File: config.mk
export PLATFORM = sky130hd
export DESIGN_NAME = clk_sel_ctrl
export DESIGN_NICKNAME = d
export VERILOG_FILES = /design/src/rtl/clk_sel_ctrl.sv
export SDC_FILE = /design/constraint.sdc
export NUM_CORES = 1
export LEC_CHECK = 0
export ABC_AREA = 1
export ABC_CLOCK_PERIOD_IN_PS = 1640
export BUFFER_PORTS_ARGS = -buffer_cell sky130_fd_sc_hd__buf_2
export CAP_MARGIN = 25
export CORE_MARGIN = 3
export CORE_UTILIZATION = 52
export DETAILED_ROUTE_END_ITERATION = 12
export PLACE_DENSITY = 0.72
export SLEW_MARGIN = 25
export SYNTH_ARGS = -nofsm -noshare
export SYNTH_HDL_FRONTEND = slang
export SYNTH_SLANG_ARGS = --single-unit
File: constraint.sdc
create_clock -name clk -period 1.64 [get_ports clk]
set_clock_uncertainty 0.05 [all_clocks]
set_input_delay 0.492 -clock clk [delete_from_list [all_inputs] [get_ports clk]]
set_output_delay 0.492 -clock clk [all_outputs]
set_load 0.01 [all_outputs]
File: src/rtl/clk_sel_ctrl.sv
// Clock-select controller for a glitch-free clock mux: handshaked software switches,
// health-filtered automatic failover, and a fixed settle window after every sel change.
module clk_sel_ctrl #(
    parameter int SETTLE_CYC = 16,
    parameter int FAIL_FILT  = 4
) (
    input  logic clk,
    input  logic rst,
    input  logic req_valid,
    input  logic req_sel,
    output logic req_ready,
    input  logic clk0_ok,
    input  logic clk1_ok,
    output logic sel,
    output logic busy,
    output logic done,
    output logic err,
    output logic failover,
    output logic no_clk
);

    localparam int SW = $clog2(SETTLE_CYC + 1);
    localparam int FW = $clog2(FAIL_FILT + 1);
    localparam logic [SW-1:0] SETTLE_LOAD = SW'(SETTLE_CYC - 1);
    localparam logic [FW-1:0] FAIL_MAX    = FW'(FAIL_FILT);

    typedef enum logic {
        RUN    = 1'b0,
        SETTLE = 1'b1
    } state_t;

    state_t          state_reg, state_next;
    logic            sel_reg, sel_next;
    logic [SW-1:0]   settle_cnt_reg, settle_cnt_next;
    logic [FW-1:0]   fail_cnt_reg, fail_cnt_next;
    logic            done_reg, done_next;
    logic            err_reg, err_next;
    logic            failover_reg, failover_next;
    logic            no_clk_reg, no_clk_next;

    logic            active_ok;
    logic            other_ok;
    logic            target_ok;
    logic            in_run;
    logic            fail_hit;
    logic            failover_cond;
    logic            switch_go;

    assign active_ok     = sel_reg ? clk1_ok : clk0_ok;
    assign other_ok      = sel_reg ? clk0_ok : clk1_ok;
    assign target_ok     = req_sel ? clk1_ok : clk0_ok;
    assign in_run        = (state_reg == RUN);
    assign fail_hit      = (fail_cnt_reg == FAIL_MAX);
    assign failover_cond = in_run & fail_hit & other_ok;

    always_ff @(posedge clk) begin
        if (rst) begin
            state_reg      <= RUN;
            sel_reg        <= 1'b0;
            settle_cnt_reg <= '0;
            fail_cnt_reg   <= '0;
            done_reg       <= 1'b0;
            err_reg        <= 1'b0;
            failover_reg   <= 1'b0;
            no_clk_reg     <= 1'b0;
        end else begin
            state_reg      <= state_next;
            sel_reg        <= sel_next;
            settle_cnt_reg <= settle_cnt_next;
            fail_cnt_reg   <= fail_cnt_next;
            done_reg       <= done_next;
            err_reg        <= err_next;
            failover_reg   <= failover_next;
            no_clk_reg     <= no_clk_next;
        end
    end

    always_comb begin
        state_next      = state_reg;
        sel_next        = sel_reg;
        settle_cnt_next = settle_cnt_reg;
        fail_cnt_next   = fail_cnt_reg;
        done_next       = 1'b0;
        err_next        = 1'b0;
        failover_next   = 1'b0;
        switch_go       = 1'b0;

        case (state_reg)
            RUN: begin
                // Failover wins over a request; that request stays pending.
                if (failover_cond) begin
                    sel_next      = ~sel_reg;
                    failover_next = 1'b1;
                    switch_go     = 1'b1;
                end else begin
                    if (active_ok) begin
                        fail_cnt_next = '0;
                    end else if (!fail_hit) begin
                        fail_cnt_next = fail_cnt_reg + FW'(1);
                    end
                    if (req_valid) begin
                        if (req_sel == sel_reg) begin
                            done_next = 1'b1;
                        end else if (!target_ok) begin
                            err_next = 1'b1;
                        end else begin
                            sel_next  = req_sel;
                            switch_go = 1'b1;
                        end
                    end
                end
                if (switch_go) begin
                    state_next      = SETTLE;
                    settle_cnt_next = SETTLE_LOAD;
                    fail_cnt_next   = '0;
                end
            end
            SETTLE: begin
                fail_cnt_next = '0;
                if (settle_cnt_reg == '0) begin
                    state_next = RUN;
                    done_next  = 1'b1;
                end else begin
                    settle_cnt_next = settle_cnt_reg - SW'(1);
                end
            end
            default: begin
                state_next = RUN;
            end
        endcase

        // Stranded: still on a dead source with nowhere healthy to go.
        no_clk_next = (state_next == RUN) && (fail_cnt_next == FAIL_MAX) && !other_ok;
    end

    always_comb begin
        req_ready = ~rst & in_run & ~failover_cond;
        busy      = (state_reg == SETTLE);
        sel       = sel_reg;
        done      = done_reg;
        err       = err_reg;
        failover  = failover_reg;
        no_clk    = no_clk_reg;
    end

endmodule

== After elaboration in Yosys (flattened, before gate mapping) ==
Index checks and enable logic that the tools add are counted.

* Bits of input ports: 6
* Word-level logic and storage cells: 66
* Bits in registers: 14
* Output and inout bits: 7

* Bitwise gates (word level): 10
* Eq/ne operators: 6
* $add $sub $neg: 2
* Multiplexer cells: 30
* Reduce and logical (&&, ||, !) cells: 10

{| class="wikitable"
|+ Operators by type and width
! kind !! number
|-
| $mux 1 || 20
|-
| $mux 3 || 4
|-
| $mux 5 || 2
|-
| $pmux 5 s2 || 1
|-
| $eq 3x3->1 const B || 2
|-
| $not 1->1 || 6
|-
| $pmux 3 s2 || 1
|-
| $logic_not 5->1 || 1
|-
| $reduce_or 5->1 || 1
|-
| $sub 5x1->5 const B || 1
|-
| $and 1x1->1 || 4
|-
| $ne 2x2->1 const B || 2
|-
| $pmux 1 s2 || 2
|-
| $reduce_and 4->1 || 1
|-
| $reduce_bool 2->1 || 2
|-
| $add 3x1->3 const B || 1
|-
| $logic_and 1x1->1 || 2
|-
| $ne 2x1->1 const B || 1
|-
| $reduce_and 2->1 || 1
|-
| $reduce_or 2->1 || 1
|-
| $eq 1x1->1 || 1
|-
| $logic_not 1->1 || 1
|}

== Depth between registers and ports, before layout ==
Gate-level depths: netlist (run 1).

* Word-level depth: 11
* Depth in mapped cells: 10
* Depth with buffers taken out: 10

== Worst setup path before layout (run 1) ==
OpenSTA, ideal clock, no wires.

* Path type: reg-to-output
* Start: reg fail_cnt_reg[0]
* End: out req_ready
* Data required time: 1.098 ns
* Cell stages (with the launch flop): 8
* Path buffers: 0
* Data arrival time: 1.035 ns
* Path slack: 0.063 ns
* Cells stage by stage: dfxtp_1 inv_1 ha_1 nand2_1 nor2_2 nand2_4 nand3_1 inv_1

* Cells in the longest elaborated chain, start to end: 5

{| class="wikitable"
|+ RTL lines
! what !! RTL line !! RTL
|-
| start, declared || 35 || <nowiki>logic [FW-1:0] fail_cnt_reg, fail_cnt_next;</nowiki>
|-
| start signal, assigned || 70 || <nowiki>fail_cnt_reg <= fail_cnt_next;</nowiki>
|-
| $eq 3x3->1 || 53 || <nowiki>assign fail_hit = (fail_cnt_reg == FAIL_MAX);</nowiki>
|-
| $and 1x1->1 (2 in a row) || 54 || <nowiki>assign failover_cond = in_run & fail_hit & other_ok;</nowiki>
|-
| $not 1->1 || 137 || <nowiki>req_ready = ~rst & in_run & ~failover_cond;</nowiki>
|-
| $and 1x1->1 || 137 ||
|-
| end, declared || 11 || <nowiki>output logic req_ready,</nowiki>
|}

No other way between the ends.

== Worst setup path after layout (run 1) ==
* Start: reg fail_cnt_reg[1]
* End: out req_ready

The elaborated chain is that of the path after synthesis.

==> results of run 1 <==
kinds of logic (layout without fill, tap and decap cells):
| family | count (synthesis) | in the layout | synth area share [%] |
|---|---|---|---|
| buffers and inverters | 15 | 36 | 7.43 |
| XOR/XNOR | 5 | 5 | 5.78 |
| AND/OR/NAND/NOR | 50 | 50 | 33.8 |
| adder cells (fa/ha/maj) | 4 | 4 | 6.60 |
| flip-flops | 14 | 14 | 37.0 |
| AO/OA/AOI/OAI | 12 | 12 | 9.41 |
layer usage:
layer,GRT usage [%],vias up,part of all wire (%)
met5,0,-,0
met4,10.8,0,2.4
met2,32.6,16,47
met3,8.13,5,6.2
met1,21.6,307,44
li1,-,365,-
how the worst min path moves through the flow:
stage,startpoint,endpoint,slack [ps],cells past startpoint
floorplan,settle_cnt_reg[2],settle_cnt_reg[2],420,2
global placement,settle_cnt_reg[2],settle_cnt_reg[2],430,2
detailed placement,settle_cnt_reg[2],settle_cnt_reg[2],440,2
CTS,req_valid,err,430,3
global route,req_valid,err,430,3
finish,req_valid,err,430,3
through the flow:
stage / cells / power [uW] / util [%] / area, um^2
after global routing: 136 / 833 / 71.1 / 948
after CTS: 135 / 790 / 70.5 / 941
after global placement: 130 / 525 / 64.7 / 863
after floorplan: 100 / 488 / - / 758
after detailed placement: 130 / 529 / 64.7 / 863
final: 136 / 782 / 71.1 / 948
worst register-to-register path, cell delays in order, from the launching register on:
cell and delay [ps]:
dfxtp_1 340, inv_1 70, ha_1 190, nand3_1 90, nand2_1 130, inv_1 210, nand2_1 60, o21ai_0 70
a21oi_1 80
power by group through the flow:
stage          registers [uW]  logic (uW)  clock network (uW)
2_1_floorplan             382         106                   0
3_3_place_gp              381         144                   0
3_5_place_dp              382         147                   0
4_1_cts                   375         162                 253
5_1_grt                   377         188                 267
6_report                  375         162                 246
layout make-up:
cell class              instances  area [um^2]
fillers                       121          385
multi-input cells              71          452
well taps                      15         18.8
repair buffers                 18          105
clock buffers                   4         36.3
flip-flops and latches         14          284
inverters                      14         52.6
cells in the final DEF, fill, tap and decap left out, drive strengths merged:
cell    instances
a31oi           1
xor2            3
nor3            1
a211oi          1
xnor2           2
nand2          25
inv            14
nand4           4
a21oi           7
clkbuf          4
buf            18
ha              4
nand3           8
o21ai           3
dfxtp          14
nor2           12
what timing repair did:
item | CTS | global route
endpoints found under the setup margin | 1 | 1
hold endpoints to repair | 0 | 0
gates resized for setup | 11 | 0
hold buffers | 0 | 0
buffers inserted | 1 | 1
pin swaps | 3 | 1
==> impl_metrics.env, run 1 <==
export IMPL_p_sw_share_pct=27.8
export IMPL_ys_ff_latch=14
export IMPL_maxSlewViolCount=0
export IMPL_synth_edf_count=0
export IMPL_path_clk_slew_ps=80
export IMPL_cts_tree="yes"
export IMPL_clock_sinks=14
export IMPL_grt_total_usage_pct=19.8
export IMPL_syn_inst=100
export IMPL_cts_buffers=3
export IMPL_vdd_ir_drop_max_mv=0.583
export IMPL_ys_warn_count=0
export IMPL_syn_area_per_cell_um2=7.58
export IMPL_synthDistinctLibCells=22
export IMPL_fin_crit_ps=1770
export IMPL_drtIter0Drc=10
export IMPL_yosys_area_top_type_share_pct=37.0
export IMPL_largest_reg_flops=5
export IMPL_io_pins=13
export IMPL_grt_max_degree=12
export IMPL_port_buffers=12
export IMPL_setup_viol=1
export IMPL_wire_per_inst_um=10.6
export IMPL_r2r_start="settle_cnt_reg[0]"
export IMPL_finalCritPeriodShare_pct=108
export IMPL_endpoint="req_ready"
export IMPL_firstDrtPassIters=4
export IMPL_yosysTopAreaCell="dfxtp_1"
export IMPL_worstPathCellList="inv_2, ha_4, nand2_4, nor2_4, nand2_4, nand3_2, inv_1, buf_2"
export IMPL_fin_nets=132
export IMPL_p_seq_share_pct=47.9
export IMPL_cpLargestDelayFamily="flip-flops"
export IMPL_dr_total_vias=693
export IMPL_layout_drive_gt1_share_pct=34.7
export IMPL_hold_slack_ps=431
export IMPL_die_width_um=44.2
export IMPL_dpl_hpwl_um=1080
export IMPL_synth_common_cells="nand2_1 (18), dfxtp_1 (14), inv_1 (13)"
export IMPL_cp_num_buf_inv=3
export IMPL_clockBufferDepth=2
export IMPL_path_class="reg2out"
export IMPL_violations="setup timing"
export IMPL_crit_arrival_ps=1230
export IMPL_cp_end_kind="primary output"
export IMPL_rsz0062_at_grt="true"
export IMPL_grt_antenna_before_repair=0
export IMPL_grt_pass1_vias=657
export IMPL_die_area_um2=1950
export IMPL_syn_area_um2=758
export IMPL_route_detailed_drc=0
export IMPL_grt_ovfl_total=0
export IMPL_routabilityCongestion=0.829
export IMPL_pwr_share_comb_pct=20.7
export IMPL_place_ws_ps=30.6
export IMPL_die_h_um=44.2
export IMPL_tightest_slew_ps=236
export IMPL_max_stage_delay_ps=330
export IMPL_crit_start="fail_cnt_reg[1]"
export IMPL_drt_wl_total_um=1440
export IMPL_grt_first_pass_wirelength_um=2730
export IMPL_status="finished, violations left"
export IMPL_cp_common_cell="nand2_4"
export IMPL_netlist_top_cells_area="dfxtp_1 (37%), nand2_1 (8.9%), ha_1 (6.6%)"
export IMPL_antenna_cells=0
export IMPL_startpoint_type="flip-flop"
export IMPL_rows=13
export IMPL_fmax_mhz=566
export IMPL_core_area_um2=1330
export IMPL_syn_nets=110
export IMPL_critPathSlowestCell="dfxtp_2"
export IMPL_slew_limit_headroom_pct=84.2
export IMPL_required_ps=1100
export IMPL_pwr_share_clk_pct=31.4
export IMPL_power_density_nw_per_um2=824
export IMPL_r2r_setup_slack_ps=230
export IMPL_synthArstFlopShare_pct=0
export IMPL_fin_tns_setup_ps=-128
export IMPL_antenna_left=0
export IMPL_maxCapViolations=0
export IMPL_syn2layout_area_growth_pct=25.1
export IMPL_synth_most_common_cell="nand2_1"
export IMPL_r2r_cells=8
export IMPL_power_leakage_uw=0.000471
export IMPL_worstHoldPathType="in2reg"
export IMPL_h_tree_depth=1
export IMPL_start_util_pct=56.8
export IMPL_finalWorstSetupSlack_ps=-128
export IMPL_crit_cells=8
export IMPL_netSwitchingPower_uw=217
export IMPL_yosys_most_used_dff="dfxtp_1"
export IMPL_cts_root_buf="clkbuf_4"
export IMPL_viasPerCell=5.10
export IMPL_worstPathMaxFanout=2
export IMPL_clock_latency_ps=280
export IMPL_final_hold_viol_count=0
export IMPL_internal_power_uw=564
export IMPL_worst_r2r_endpoint="settle_cnt_reg[1]"
export IMPL_synth_seq_area_share_pct=37.0
(Power assumes the default switching activity.)
==> run 2: changes to the inputs <==
CORE_UTILIZATION = 29   (was 52)
PLACE_DENSITY = 0.44   (was 0.72)
SKIP_CTS_REPAIR_TIMING = 1   (was default)
==> run 2 against run 1 <==
The flow still finishes with violations (setup timing); non-clock buffer count unchanged; sequential share of layout area down 0.60 points; combinational power up 7%.
==> impl_metrics.env, run 2 (synthesis gave the netlist of run 1 again) <==
export IMPL_status="finished, violations left"
export IMPL_start_util_pct=32.4
export IMPL_power_total_uw=740
export IMPL_fmax_mhz=559
export IMPL_maxSlewViolCount=0
export IMPL_grt_first_pass_wirelength_um=2590
export IMPL_cts_tree="yes"
export IMPL_worstPathMaxFanout=2
export IMPL_largest_reg_flops=5
export IMPL_max_stage_delay_ps=330
export IMPL_grt_max_degree=12
export IMPL_syn2layout_area_growth_pct=27.1
export IMPL_maxCapViolations=0
export IMPL_layout_drive_gt1_share_pct=34.2
export IMPL_fin_nets=132
export IMPL_setup_viol=1
export IMPL_finalWorstSetupSlack_ps=-149
export IMPL_fillCellCount=259
export IMPL_io_pins=13
export IMPL_slew_limit_headroom_pct=82.8
export IMPL_clock_sinks=14
export IMPL_startpoint_type="flip-flop"
export IMPL_crit_arrival_ps=1250
export IMPL_grt_ovfl_total=0
export IMPL_rsz0062_at_grt="true"
export IMPL_placed_cells=145
export IMPL_cts_root_buf="clkbuf_4"
export IMPL_vdd_ir_drop_max_mv=0.429
export IMPL_grt_total_usage_pct=10.2
export IMPL_grt_antenna_before_repair=0
export IMPL_die_h_um=57.1
export IMPL_drtIter0Drc=7
export IMPL_viasPerCell=4.74
export IMPL_drt_wl_total_um=1640
export IMPL_final_common_cell="nand2_1"
export IMPL_path_clk_slew_ps=80
export IMPL_wire_per_inst_um=11.1
export IMPL_fin_util_pct=41.2
export IMPL_rows=17
export IMPL_routabilityCongestion=0.748
export IMPL_antenna_left=0
export IMPL_dpl_hpwl_um=1230
export IMPL_critPathSlowestCell="dfxtp_2"
export IMPL_clock_latency_ps=280
export IMPL_finalCritPeriodShare_pct=109
export IMPL_die_width_um=57.1
export IMPL_port_buffers=12
export IMPL_power_density_nw_per_um2=768
export IMPL_h_tree_depth=1
export IMPL_worstPathCellList="inv_2, ha_4, nand2_4, nor2_4, nand2_4, nand3_4, inv_2, buf_6"
export IMPL_route_detailed_drc=0
export IMPL_layout_common_cells="nand2_1 (17), dfxtp_1 (12), nor2_1 (11), buf_2 (11), inv_1 (10)"
export IMPL_cts_buffers=3
export IMPL_violations="setup timing"
export IMPL_grt_pass1_vias=606
export IMPL_worstHoldPathType="in2reg"
export IMPL_cp_end_kind="primary output"
export IMPL_path_class="reg2out"
export IMPL_fin_crit_ps=1790
export IMPL_final_cells=148
export IMPL_antenna_cells=0
export IMPL_clockBufferDepth=2
export IMPL_power_leakage_uw=0.000464
export IMPL_final_hold_viol_count=0
export IMPL_dr_total_vias=701
export IMPL_tightest_slew_ps=257
export IMPL_firstDrtPassIters=4
export IMPL_place_ws_ps=23.8
export IMPL_die_area_um2=3260
export IMPL_required_ps=1100
export IMPL_core_area_um2=2340
[run 2: cell type report]
| cell class | count | area, um^2 | area share [%] |
|---|---|---|---|
| repair buffers | 18 | 111 | 11.6 |
| clock buffers | 3 | 22.5 | 2.34 |
| well taps | 28 | 35.0 | 3.64 |
| flip-flops and latches | 14 | 283 | 29.4 |
| inverters | 14 | 52.6 | 5.45 |
| multi-input cells | 71 | 459 | 47.7 |
[run 2: worst max-delay path, delay by kind of cell (launching register included)]
| family | cells | cell delay (ps) |
|---|---|---|
| and+or+nand+nor | 4 | 290 |
| DFF | 1 | 330 |
| buffers and inverters | 3 | 220 |
| adders and majority gates | 1 | 140 |
[run 2: report_power, final]
part	switching [uW]	internal (uW)	leakage (uW)
logic	98.5	74.5	0.000336
clock network	109	85.2	0.0000138
registers	13.2	360	0.000115
total	220	519	0.000464
[run 2: final timing paths]
check | start | end | slack [ps] | cells past startpoint
min reg2reg | settle_cnt_reg[2] | settle_cnt_reg[2] | 450 | 2
max reg2reg | fail_cnt_reg[1] | settle_cnt_reg[4] | 200 | 11
min | req_valid | err | 430 | 3
max | fail_cnt_reg[1] | req_ready | -150 | 8
[run 2: per-layer routing]
layer | up-vias | share of wire (%) | track usage (%)
li1 | 363 | - | -
met1 | 320 | 47 | 13.5
met2 | 16 | 47 | 15.3
met3 | 2 | 4.9 | 4.07
met4 | 0 | 0.91 | 2.98
met5 | - | 0 | 0
[run 2: stage by stage]
stage               cell area (um^2)  hold slack [ps]  TNS (ps)
finish                           963              427      -149
global route                     963              435      -221
CTS                              917              429      -246
detailed placement               895              440         0
global placement                 895              432         0
floorplan                        758              417         0
==> run 3: changes to the inputs <==
--- a/config.mk
+++ b/config.mk
@@ -13,4 +13,5 @@
 export CORE_UTILIZATION = 29
 export DETAILED_ROUTE_END_ITERATION = 12
+export GPL_TIMING_DRIVEN = 0
 export PLACE_DENSITY = 0.44
 export SKIP_CTS_REPAIR_TIMING = 1
==> constraint.sdc (replaced) <==
create_clock -name clk -period 1.64 [get_ports clk]
set_clock_uncertainty 0.05 [all_clocks]
set_input_delay 0.164 -clock clk [delete_from_list [all_inputs] [get_ports clk]]
set_output_delay 0.164 -clock clk [all_outputs]
set_load 0.01 [all_outputs]
==> run 3 against run 2 <==
The flow now finishes without violations; sequential share of layout area rose by 0.44 points; power rose by 4.6%; cell area fell by 1.0%; global-route usage rose by 1.0 points; core utilization fell by 0.43 points; combinational power fell by 12%; non-clock buffer count rose by 1; sequential power barely moved; hold slack got worse by 330 ps; critical path depth did not move; count of clock-buffer cells in the layout rose by 1; largest power group unchanged; highest routed layer unchanged.
==> impl_metrics.env, run 3 (synthesis gave the netlist of run 1 again) <==
export IMPL_clock_sinks=14
export IMPL_die_width_um=57.1
export IMPL_worstPathCellList="inv_1, ha_2, nand2_2, nor2_4, nand2_4, nand3_2, inv_1, buf_2"
export IMPL_seq_area_um2=284
export IMPL_drt_wl_total_um=1610
export IMPL_antenna_cells=0
export IMPL_power_leakage_uw=0.000464
export IMPL_fin_nets=133
export IMPL_die_h_um=57.1
export IMPL_maxSlewViolCount=0
export IMPL_layout_drive_gt1_share_pct=32.8
export IMPL_port_buffers=12
export IMPL_fin_tns_setup_ps=0
export IMPL_grt_max_degree=11
export IMPL_vdd_ir_drop_max_mv=0.536
export IMPL_grt_first_pass_wirelength_um=2850
export IMPL_final_hold_viol_count=0
export IMPL_path_clk_slew_ps=90
export IMPL_dpl_hpwl_um=1200
export IMPL_final_cells=150
export IMPL_rows=17
export IMPL_syn2layout_area_growth_pct=25.7
export IMPL_slew_limit_headroom_pct=66.0
export IMPL_worstHoldPathType="in2reg"
export IMPL_viasPerCell=4.65
export IMPL_fin_crit_ps=1550
export IMPL_cp_end_kind="primary output"
export IMPL_worstPathMaxFanout=7
export IMPL_clockBufferDepth=2
export IMPL_power_density_nw_per_um2=812
export IMPL_grt_pass1_vias=668
export IMPL_wire_per_inst_um=10.7
export IMPL_core_area_um2=2340
export IMPL_status="completed"
export IMPL_fin_util_pct=40.7
export IMPL_required_ps=1430
export IMPL_clock_latency_ps=280
export IMPL_multi_input_area_um2=437
export IMPL_crit_arrival_ps=1340
export IMPL_cts_root_buf="clkbuf_4"
export IMPL_tightest_slew_ps=510
export IMPL_largest_reg_flops=5
export IMPL_drtIter0Drc=10
export IMPL_fillCellCount=255
export IMPL_cts_buffers=3
export IMPL_grt_ovfl_total=0
export IMPL_start_util_pct=32.4
export IMPL_firstDrtPassIters=4
export IMPL_placed_cells=140
export IMPL_route_detailed_drc=0
export IMPL_cts_tree="yes"
export IMPL_startpoint_type="flip-flop"
export IMPL_h_tree_depth=1
export IMPL_grt_total_usage_pct=11.2
export IMPL_fmax_mhz=645
export IMPL_max_stage_delay_ps=350
export IMPL_path_class="reg2out"
export IMPL_dr_total_vias=697
export IMPL_finalCritPeriodShare_pct=94.6
export IMPL_setup_viol=0
export IMPL_io_pins=13
export IMPL_die_area_um2=3260
export IMPL_maxCapViolations=0
export IMPL_routabilityCongestion=0.757
export IMPL_critPathSlowestCell="dfxtp_2"
export IMPL_cp_common_cell="inv_1"
export IMPL_antenna_left=0
export IMPL_grt_antenna_before_repair=0
export IMPL_final_common_cell="nand2_1"
export IMPL_layout_common_cells="nand2_1 (17), inv_1 (13), buf_2 (12)"
run 3: final cells by class:
| class | count | share of cell area, % |
|---|---|---|
| multi-input combinational | 71 | 45.8 |
| clock buffer | 4 | 3.81 |
| timing repair buffer | 18 | 11.0 |
| inverter | 14 | 5.51 |
| sequential | 14 | 29.8 |
| tap | 28 | 3.67 |
| buffer | 1 | 0.394 |
run 3: worst paths after layout:
path	start	end	slack (ps)	cells past startpoint
setup / recovery	fail_cnt_reg[0]	req_ready	90	8
hold / removal	req_valid	err	100	3
setup reg to reg	fail_cnt_reg[0]	settle_cnt_reg[4]	180	11
hold reg to reg	settle_cnt_reg[2]	settle_cnt_reg[2]	450	2
run 3: critical path, delay by kind of cell, from the launching register on:
kind | cells | cell delay, ps
simple gates | 4 | 310
buf+inv | 3 | 220
flops | 1 | 350
fa+ha+maj | 1 | 170
run 3: routing by layer:
metal	track usage, %	vias up	routed length [um]
met5	0	-	0
met1	14.6	313	821
met3	4.75	2	63
li1	-	366	-
met4	2.98	0	14
met2	17.1	16	706
run 3: per-stage QoR:
step           setup WS, ps  area (um^2)  power (uW)  hold WS [ps]
2_1_floorplan           316          758         488           245
4_1_cts                -127          890         784          86.7
3_3_place_gp            198          853         527           404
3_5_place_dp            146          853         528           398
6_report               88.7          953         774           100
5_1_grt               -16.5          953         834          99.9
run 3: where the power goes:
part	switching [uW]	total (uW)	internal, uW
logic	90.4	153	62.7
registers	14.2	374	360
clock network	111	246	135
